==> src/rtl/rpn_token_sequencer.sv <==
// rpn_token_sequencer
//  Feeds a stack ALU from a postfix (RPN) token stream. Operands become
//  PUSH commands; ADD/MUL become a six-cycle ARITH/CAP/POP/POP/PUSHR
//  sequence; END pops the single surviving value and returns it.
//  Errors (operand underflow, stack full, bad END depth) are detected when
//  the token is accepted. The rest of the expression is then discarded and
//  the ALU stack is drained back to empty.
//
//  Optional feature macro: RPN_SEQ_PERF_EN
//   Adds output res_cycles[15:0]. It counts the cycles from the first
//   accepted token of an expression to the rise of res_valid. It saturates
//   and is cleared on the result handshake.
module rpn_token_sequencer #(
  parameter int N          = 16,
  parameter int STACK_SIZE = 16
) (
  input  logic         clk,
  input  logic         rst_n,
  input  logic         tok_valid,
  output logic         tok_ready,
  input  logic [1:0]   tok_kind,
  input  logic [N-1:0] tok_value,
  output logic [2:0]   alu_opcode,
  output logic [N-1:0] alu_data,
  input  logic [N-1:0] alu_result,
  input  logic         alu_overflow,
  output logic         res_valid,
  input  logic         res_ready,
  output logic [N-1:0] res_data,
  output logic         res_ovf,
  output logic [1:0]   res_err
`ifdef RPN_SEQ_PERF_EN
  ,
  output logic [15:0]  res_cycles
`endif
);

  localparam int DW = $clog2(STACK_SIZE);

  // The ALU stack pointer wraps at STACK_SIZE, so one slot stays unusable.
  localparam logic [DW-1:0] DEPTH_MAX = DW'(STACK_SIZE - 1);
  localparam logic [DW-1:0] DEPTH_ONE = DW'(1);
  localparam logic [DW-1:0] DEPTH_TWO = DW'(2);

  typedef enum logic [2:0] {
    OP_NOP  = 3'b000,
    OP_ADD  = 3'b100,
    OP_MUL  = 3'b101,
    OP_PUSH = 3'b110,
    OP_POP  = 3'b111
  } opcode_t;

  typedef enum logic [1:0] {
    TK_OPERAND = 2'b00,
    TK_ADD     = 2'b01,
    TK_MUL     = 2'b10,
    TK_END     = 2'b11
  } tok_kind_t;

  typedef enum logic [1:0] {
    ERR_OK    = 2'b00,
    ERR_UNDER = 2'b01,
    ERR_FULL  = 2'b10,
    ERR_END   = 2'b11
  } err_t;

  typedef enum logic [3:0] {
    S_IDLE,
    S_PUSH,
    S_ARITH,
    S_CAP,
    S_POP1,
    S_POP2,
    S_PUSHR,
    S_FIN,
    S_SKIP,
    S_DRAIN,
    S_DONE
  } state_t;

  state_t        state;
  logic [DW-1:0] depth;
  logic [DW-1:0] depth_nxt;
  logic [N-1:0]  acc;
  logic          accept;

  assign accept = tok_valid && tok_ready;

  // Depth after the opcode currently on the bus has executed in the ALU.
  // NOTE: every always_comb output gets a default first, so no path can infer a latch.
  always_comb begin
    depth_nxt = depth;
    if (alu_opcode == OP_PUSH) begin
      depth_nxt = depth + DEPTH_ONE;
    end else if (alu_opcode == OP_POP) begin
      depth_nxt = depth - DEPTH_ONE;
    end
  end

  // Depth follows the issued opcodes, so it moves on the same edge as the ALU sp.
  // NOTE: sequential state uses non-blocking assignments only, so every flop samples pre-edge values.
  always_ff @(posedge clk or negedge rst_n) begin
    if (!rst_n) begin
      depth <= '0;
    end else begin
      depth <= depth_nxt;
    end
  end

  // Control FSM. Opcode, data, ready and result outputs are all registered.
  // Any cycle that does not name an opcode issues NOP.
  always_ff @(posedge clk or negedge rst_n) begin
    if (!rst_n) begin
      state      <= S_IDLE;
      tok_ready  <= 1'b0;
      alu_opcode <= OP_NOP;
      alu_data   <= '0;
      acc        <= '0;
      res_valid  <= 1'b0;
      res_data   <= '0;
      res_ovf    <= 1'b0;
      res_err    <= ERR_OK;
    end else begin
      tok_ready  <= 1'b0;
      alu_opcode <= OP_NOP;

      case (state)
        S_IDLE: begin
          tok_ready <= 1'b1;
          if (accept) begin
            tok_ready <= 1'b0;
            case (tok_kind)
              TK_OPERAND: begin
                if (depth == DEPTH_MAX) begin
                  res_err   <= ERR_FULL;
                  state     <= S_SKIP;
                  tok_ready <= 1'b1;
                end else begin
                  // acc follows the top of stack, so a lone operand can be returned by END.
                  state      <= S_PUSH;
                  alu_opcode <= OP_PUSH;
                  alu_data   <= tok_value;
                  acc        <= tok_value;
                end
              end
              TK_ADD, TK_MUL: begin
                if (depth < DEPTH_TWO) begin
                  res_err   <= ERR_UNDER;
                  state     <= S_SKIP;
                  tok_ready <= 1'b1;
                end else begin
                  state      <= S_ARITH;
                  alu_opcode <= (tok_kind == TK_MUL) ? OP_MUL : OP_ADD;
                end
              end
              TK_END: begin
                if (depth != DEPTH_ONE) begin
                  // END closes the expression itself, so drain straight away.
                  res_err    <= ERR_END;
                  state      <= S_DRAIN;
                  alu_opcode <= (depth != '0) ? OP_POP : OP_NOP;
                end else begin
                  state      <= S_FIN;
                  alu_opcode <= OP_POP;
                end
              end
            endcase
          end
        end

        S_PUSH: begin
          state     <= S_IDLE;
          tok_ready <= 1'b1;
        end

        S_ARITH: begin
          state <= S_CAP;
        end

        S_CAP: begin
          // The ALU registered the arithmetic result on the previous edge.
          acc        <= alu_result;
          res_ovf    <= res_ovf | alu_overflow;
          state      <= S_POP1;
          alu_opcode <= OP_POP;
        end

        S_POP1: begin
          state      <= S_POP2;
          alu_opcode <= OP_POP;
        end

        S_POP2: begin
          state      <= S_PUSHR;
          alu_opcode <= OP_PUSH;
          alu_data   <= acc;
        end

        S_PUSHR: begin
          state     <= S_IDLE;
          tok_ready <= 1'b1;
        end

        S_FIN: begin
          res_data  <= acc;
          res_valid <= 1'b1;
          state     <= S_DONE;
        end

        S_SKIP: begin
          // An error is already recorded. Swallow tokens until END closes the expression.
          tok_ready <= 1'b1;
          if (accept && (tok_kind == TK_END)) begin
            tok_ready  <= 1'b0;
            state      <= S_DRAIN;
            alu_opcode <= (depth != '0) ? OP_POP : OP_NOP;
          end
        end

        S_DRAIN: begin
          if (depth_nxt != '0) begin
            alu_opcode <= OP_POP;
          end else begin
            res_data  <= '0;
            res_valid <= 1'b1;
            state     <= S_DONE;
          end
        end

        S_DONE: begin
          if (res_ready) begin
            res_valid <= 1'b0;
            res_ovf   <= 1'b0;
            res_err   <= ERR_OK;
            state     <= S_IDLE;
            tok_ready <= 1'b1;
          end
        end

        default: begin
          state <= S_IDLE;
        end
      endcase
    end
  end

`ifdef RPN_SEQ_PERF_EN
  logic perf_run;
  logic done_rise;

  assign done_rise = (state == S_FIN) || ((state == S_DRAIN) && (depth_nxt == '0));

  // Expression latency: starts on the first accepted token and stops when res_valid rises.
  always_ff @(posedge clk or negedge rst_n) begin
    if (!rst_n) begin
      res_cycles <= '0;
      perf_run   <= 1'b0;
    end else if ((state == S_DONE) && res_ready) begin
      res_cycles <= '0;
      perf_run   <= 1'b0;
    end else if (perf_run) begin
      if (res_cycles != 16'hFFFF) begin
        res_cycles <= res_cycles + 16'd1;
      end
      if (done_rise) begin
        perf_run <= 1'b0;
      end
    end else if (accept && (state == S_IDLE)) begin
      res_cycles <= '0;
      perf_run   <= 1'b1;
    end
  end
`endif

endmodule

==> config.mk <==
export PLATFORM = sky130hd
export DESIGN_NAME = rpn_token_sequencer
export DESIGN_NICKNAME = d
export VERILOG_FILES = /design/src/rtl/rpn_token_sequencer.sv
export SDC_FILE = /design/constraint.sdc
export NUM_CORES = 1
export LEC_CHECK = 0
export BUFFER_PORTS_ARGS = -buffer_cell sky130_fd_sc_hd__buf_4
export CORE_UTILIZATION = 43
export CTS_BUF_LIST = sky130_fd_sc_hd__clkbuf_16
export CTS_CLUSTER_SIZE = 20
export DETAILED_ROUTE_END_ITERATION = 7
export PLACE_DENSITY = 0.64
export SLEW_MARGIN = 20
export SYNTH_ARGS = -nofsm -noshare
export SYNTH_HDL_FRONTEND = slang
export SYNTH_SLANG_ARGS = --single-unit
==> constraint.sdc <==
create_clock -name clk -period 5.4 [get_ports clk]
set_input_delay 0.54 -clock clk [delete_from_list [all_inputs] [get_ports clk]]
set_output_delay 0.54 -clock clk [all_outputs]
set_load 0.01 [all_outputs]
Yosys cells after proc, flatten, opt, wreduce, memory -nomap -nowiden
Index checks and enable logic that the tools add are counted.
- output and inout bits: 40
- bits of input ports: 39
- flip-flop bits (word level): 64
- word-level logic and storage cells: 108
- bitwise gates (word level): 1
- reductions and logical operators: 22
- equality and inequality tests: 26
- magnitude comparators: 1
- mux-type cells: 46
- add/sub/neg operators: 2
- operators with widths (operator ; count):
    $pmux 16 s2 ; 3
    $mux 16 ; 4
    $mux 4 ; 9
    $pmux 4 s9 ; 1
    $mux 3 ; 7
    $eq 4x3->1 const B ; 4
    $eq 4x4->1 const B ; 4
    $pmux 3 s5 ; 1
    $pmux 4 s3 ; 1
    $reduce_and 4->1 ; 3
    $mux 2 ; 5
    $ne 2x2->1 const B ; 5
    $reduce_bool 2->1 ; 5
    $ne 3x3->1 const B ; 3
    $pmux 3 s3 ; 1
    $eq 4x2->1 const B ; 2
    $mux 1 ; 8
    $reduce_bool 4->1 ; 2
    $eq 3x3->1 const B ; 2
    $pmux 2 s3 ; 1
    $reduce_and 6->1 ; 1
    $reduce_or 2->1 ; 3
    $add 4x1->4 const B ; 1
    $eq 2x2->1 const B ; 2
    17 further kinds ; 20

Logic depth before layout (Yosys ltp)
- depth in word-level cells: 6
- depth in mapped cells: 8
- gate-level depth less buffers: 7

Least setup slack after synthesis
Ideal clock, no wire load.
- path kind: register to register
- start point: register depth[1]
- end point: register alu_opcode[2]
- library setup time: 0.130 ns
- slack: 3.455 ns
- clock period less this slack: 1.945 ns
- path buffers: 0
- stages on the path, launching flop included: 8
- required time: 5.270 ns
- arrival: 1.815 ns
- cell sequence: dfrtp_1 inv_1 ha_1 or4b_2 a21oi_1 a21oi_1 nor3_1 nand2_1
- word-level cells in the longest chain between the ends: 6
- elaborated cells between the ends (all ways): 18
- those cells by class: add/sub (2); order compare (1); eq/ne (2); mux (11); reduce/logical (2)
- RTL lines (item ; line ; RTL):
    from (decl) ; 82 ; logic [DW-1:0] depth;
    from (signal assigned) ; 106 ; depth <= depth_nxt;
    $sub 4x1->4 or $reduce_bool 4->1 (tied branches) ; 96, 161, 216 ;
    $mux 4 or $mux 3 (tied branches) ; 95, 161, 216 ;
    $mux 4 or $mux 3 (tied branches) ; 93, 157 ;
    $reduce_bool 4->1 or $pmux 3 s3 (tied branches) ; 221, 132 ;
    $mux 3, on equally long branches ; 221, 130 ;
    $pmux 3 s5 * ; 127 ; case (state)
    to (signal assigned) ; 153 ; alu_opcode <= (tok_kind == TK_MUL) ? OP_MUL : OP_ADD;
    to (signal assigned) ; 161 ; alu_opcode <= (depth != '0) ? OP_POP : OP_NOP;
    to (signal assigned) ; 216 ; alu_opcode <= (depth != '0) ? OP_POP : OP_NOP;
    to (decl) ; 23 ; output logic [2:0] alu_opcode,
Every way passes the cells marked *; elsewhere a longest branch is shown, timed or not.
A chain may end at the register's enable or synchronous reset.

Worst setup path after layout
- start point: register state[2]
- end point: register alu_data[15]
- word-level cells in the longest chain between the ends: 3
- elaborated cells between the ends (all ways): 8
- those cells by class: eq/ne (4); mux (1); reduce/logical (3)
- RTL lines (item ; line ; RTL):
    from (decl) ; 81 ; state_t state;
    from (signal assigned) ; 114 ; state <= S_IDLE;
    from (signal assigned) ; 136 ; state <= S_SKIP;
    from (signal assigned) ; 140 ; state <= S_PUSH;
    $eq 4x3->1 or $logic_not 4->1 (tied branches) ; 127 ;
    $reduce_bool 2->1 (no line) (tied with other cells) ; - ;
    $reduce_and 4->1 (no line) ; - ;
    to (signal assigned) ; 142 ; alu_data <= tok_value;
    to (decl) ; 24 ; output logic [N-1:0] alu_data,
Several ways; a longest one is shown, not always the timed one.

==> results summary <==
The worst setup path is of the flip-flop to flip-flop kind. The final worst clock skew is 9.19 ps. Clock tree synthesis selected as its root buffer the cell sky130_fd_sc_hd__clkbuf_16. The final weighted congestion in routability-driven placement is between 0.8 and 0.9. In this run the deepest clock path goes through 2 buffers.

The maximum VDD drop came out at approximately 270 uV. The area growth from synthesis to layout is 28.1%. For the final routed database, the setup TNS stands at 0 ps. The number of vias after detailed routing is roughly 2900. The number of detailed-routing iterations run before antenna repair came out at 4.

The Yosys warning count came out at 0. Summing every instance area after synthesis gives approximately 0.0034 sq mm. The total global-route track usage is 21.4%. The number of pins with negative max-slew slack in the final report is 0. The DRC marker count from the first detailed-route iteration came out at between 200 and 300. The hold buffer count at cts is 0. The H-tree generated during clock tree synthesis spans 3 levels. The library cells used most frequently in the layout, excluding fill and tap cells, are 80 x sky130_fd_sc_hd__buf_4, 67 x sky130_fd_sc_hd__nand2_1, 64 x sky130_fd_sc_hd__dfrtp_1.

The required time at the endpoint of the critical path came out at between 5000 and 6000 ps. The upper clock frequency limit came out at 401 MHz. For this run, the leading register cell type out of synthesis is sky130_fd_sc_hd__dfrtp_1. The proportion of synthesized chip area in sequential cells came out at 47.4%. After clock tree synthesis, the clock-pin slew on the worst setup and hold paths is 50 ps. The largest net degree at the start of global routing is between 60 and 70. The clock network is responsible for 25.7% of the overall power. In this run the power spent charging and discharging nets is between 0.7 and 0.8 mW.

The number of antenna violations at the first check in global routing is 0. The share of power burned in registers is 39.7%. The die height came out at 90.7 um. In this run, placement finished with an instance count of around 520. The post-synthesis cell type with the largest combined area is sky130_fd_sc_hd__dfrtp_1. The number of hold violations in the final report came out at 0. The final number of setup-violating endpoints is 0. The worst setup path is launched from a flip-flop. The count of state elements after synthesis is 64. Global routing finished with a remaining overflow of 0. In the post-synthesis netlist, the biggest area contributors are sky130_fd_sc_hd__dfrtp_1 47%, sky130_fd_sc_hd__mux2i_1 9.8%, sky130_fd_sc_hd__nand2_1 7.4%.

Leaving out fill and tap cells, the most frequent cell in the layout is sky130_fd_sc_hd__buf_4. Combinational cells account for between 30% and 40% of the total power. The internal power contribution is between 1 and 1.5 mW.

Once the clock tree was built, the resizer swapped 0 gates to a different size. Setup repair after global routing left no endpoint under its margin. The floorplan step defined a die boundary enclosing 0.00822 sq mm. The final HPWL from detailed placement came out at 6140 um. The routed design has about 8600 um of wire. The wire length of the first global-routing pass is 13500 um. The via count of the first global-routing pass is 2583.

The clock period minus final worst setup slack came out at 2490 ps. The total number of nets in the final design came out at 475. The transition time at the pin with the least slew margin came out at 1090 ps.

During I/O placement, the number of pins put on the boundary was 79. The area share of the largest cell type after synthesis came out at 47.4%. The count of flip-flops with a built-in enable after synthesis came out at 0. Summing all placed instances gives a cell area of roughly 0.004 sq mm.

The number of remaining DRC errors is 0. The synthesized net count is roughly 410. The worst hold path belongs to the class input port to asynchronous set/reset pin.

The worst register-to-register path has a setup slack of about 2900 ps. Measured against its own limit, the worst slew margin works out to around 27%. The maximum fanout along the worst path is 32. The antenna diode count is 0. The worst endpoint data arrival time is 2670 ps. The switching part of the total power is 36.5%.

Port buffering added 78 buffers. The count of standard-cell rows came out at 31. The per-instance average area after synthesis came out at 9.39 sq um. The leakage power figure came out at roughly 2 nW. The number of distinct library cells after synthesis came out at 49. The number of maximum-capacitance violations is 0. In the finished design, the share of the clock period the worst path needs comes to a little under half. The fraction of registers with async set/reset came out at 100%.

At the later pin of the worst-skew pair, clock insertion delay measures 330 ps. The starting utilization of the core area came out at 45.6%. The final standard cell count with taps included and fillers excluded is 532. The clock sink count is 64. The core area came out at 0.00741 sq mm. The CTS buffer count came out at 9. The number of nets with antenna violations after routing came out at 0.

The run finished with clean final reports. The finished cells cover 0.00433 sq mm. The total setup buffers inserted after CTS is 0. The width of the die is 90.7 um. The TritonCTS clock tree is done. The post-detailed-route via-to-cell ratio is 5.38.

Dividing the detail-routed wire length by the instance count gives 16.1 um. The worst setup path is captured at a flip-flop. In this run the power density over the cells is 498 mW/mm^2. The post-route netlist has 24.2% of its cells at a drive strength greater than 1. Synthesis handed over a netlist of 360 instances. The post-layout total power is 2.16 mW.
[worst paths after layout]
check	startpoint	depth (start not counted)	end
setup / recovery	state[2]$_DFFE_PN0P_	5	alu_data[15]$_DFFE_PN0P_
hold / removal	rst_n	1	alu_data[8]$_DFFE_PN0P_
setup reg to reg	state[2]$_DFFE_PN0P_	5	alu_data[15]$_DFFE_PN0P_
hold reg to reg	alu_data[6]$_DFFE_PN0P_	2	alu_data[6]$_DFFE_PN0P_
max in group asynchronous	rst_n	1	acc[4]$_DFFE_PN0P_
min in group clk	res_ready	2	res_ovf$_DFFE_PN0P_
[metal layers]
metal,part of all wire (%),vias to the layer above,track usage (%)
met5,0,-,0
met4,1.2,0,6.45
met3,5.7,7,6.31
met2,43,84,28.0
met1,50,1342,33.5
li1,-,1427,-
[metrics by stage]
step / hold slack, ps / setup slack (ps) / utilization [%]
2_1_floorplan: 244 / 3450 / -
3_3_place_gp: 464 / 2710 / 54.3
3_5_place_dp: 476 / 2580 / 54.3
4_1_cts: 328 / 2560 / 58.2
5_1_grt: 378 / 2640 / 58.5
6_report: 298 / 2910 / 58.5
[sequential cells by signal, indices dropped and copies added, names as in the netlist]
name,flops
state,4
res_ovf,1
depth,4
res_valid,1
alu_data,16
alu_opcode,3
tok_ready,1
acc,16
res_err,2
res_data,16
[synthesized netlist by cell type, types with 2 or more instances]
master                     count
sky130_fd_sc_hd__nor2b_1       3
sky130_fd_sc_hd__o21ai_1      10
sky130_fd_sc_hd__xnor2_1       2
sky130_fd_sc_hd__nor2_1       13
sky130_fd_sc_hd__buf_2         9
sky130_fd_sc_hd__a22oi_1      17
sky130_fd_sc_hd__inv_1         6
sky130_fd_sc_hd__o211ai_1      3
sky130_fd_sc_hd__mux2i_1      33
sky130_fd_sc_hd__clkbuf_1     13
sky130_fd_sc_hd__dfrtp_1      64
sky130_fd_sc_hd__mux2_2        2
sky130_fd_sc_hd__a21oi_1      13
sky130_fd_sc_hd__nand2b_1      3
sky130_fd_sc_hd__and2_1        2
sky130_fd_sc_hd__nand3_1       5
sky130_fd_sc_hd__or3_1         2
sky130_fd_sc_hd__a31oi_1       3
sky130_fd_sc_hd__ha_1          8
sky130_fd_sc_hd__nor3_1        6
sky130_fd_sc_hd__nand2_1      67
sky130_fd_sc_hd__o21ai_0      44
sky130_fd_sc_hd__nand4_1       3
sky130_fd_sc_hd__a211oi_1      2
sky130_fd_sc_hd__o22ai_1       2
sky130_fd_sc_hd__o21bai_1      2
[power by group through the flow]
stage,Sequential (mW),Clock [mW],Combinational (mW)
detailed placement,0.861,0,0.744
global placement,0.853,0,0.734
finish,0.856,0.554,0.746
floorplan,0.823,0,0.454
global route,0.884,0.581,0.835
CTS,0.853,0.566,0.747
[cells by family after synthesis]
group | share of synthesized area (%)
mux | 10.4
fa+ha+maj | 2.96
simple gates | 15.5
buf+inv | 3.55
flops | 47.4
xor+xnor | 1.26
compound gates | 18.9
[worst max-delay path, stage by stage (launching register included)]
cell                      delay (ps)
sky130_fd_sc_hd__dfrtp_1         650
sky130_fd_sc_hd__nor2b_1         260
sky130_fd_sc_hd__and2_1          890
sky130_fd_sc_hd__a31oi_4         290
sky130_fd_sc_hd__nand2_1         170
sky130_fd_sc_hd__o21ai_0          90
[area by class of cell]
type,count,area [sq um]
inverters,6,22.5
clock buffers,9,225
well taps,99,124
flip-flops and latches,64,1600
multi-input cells,267,1690
repair buffers,80,601
clock inverters,7,63.8
fillers,668,3080
Note: power is estimated with default switching activity, not from simulation.
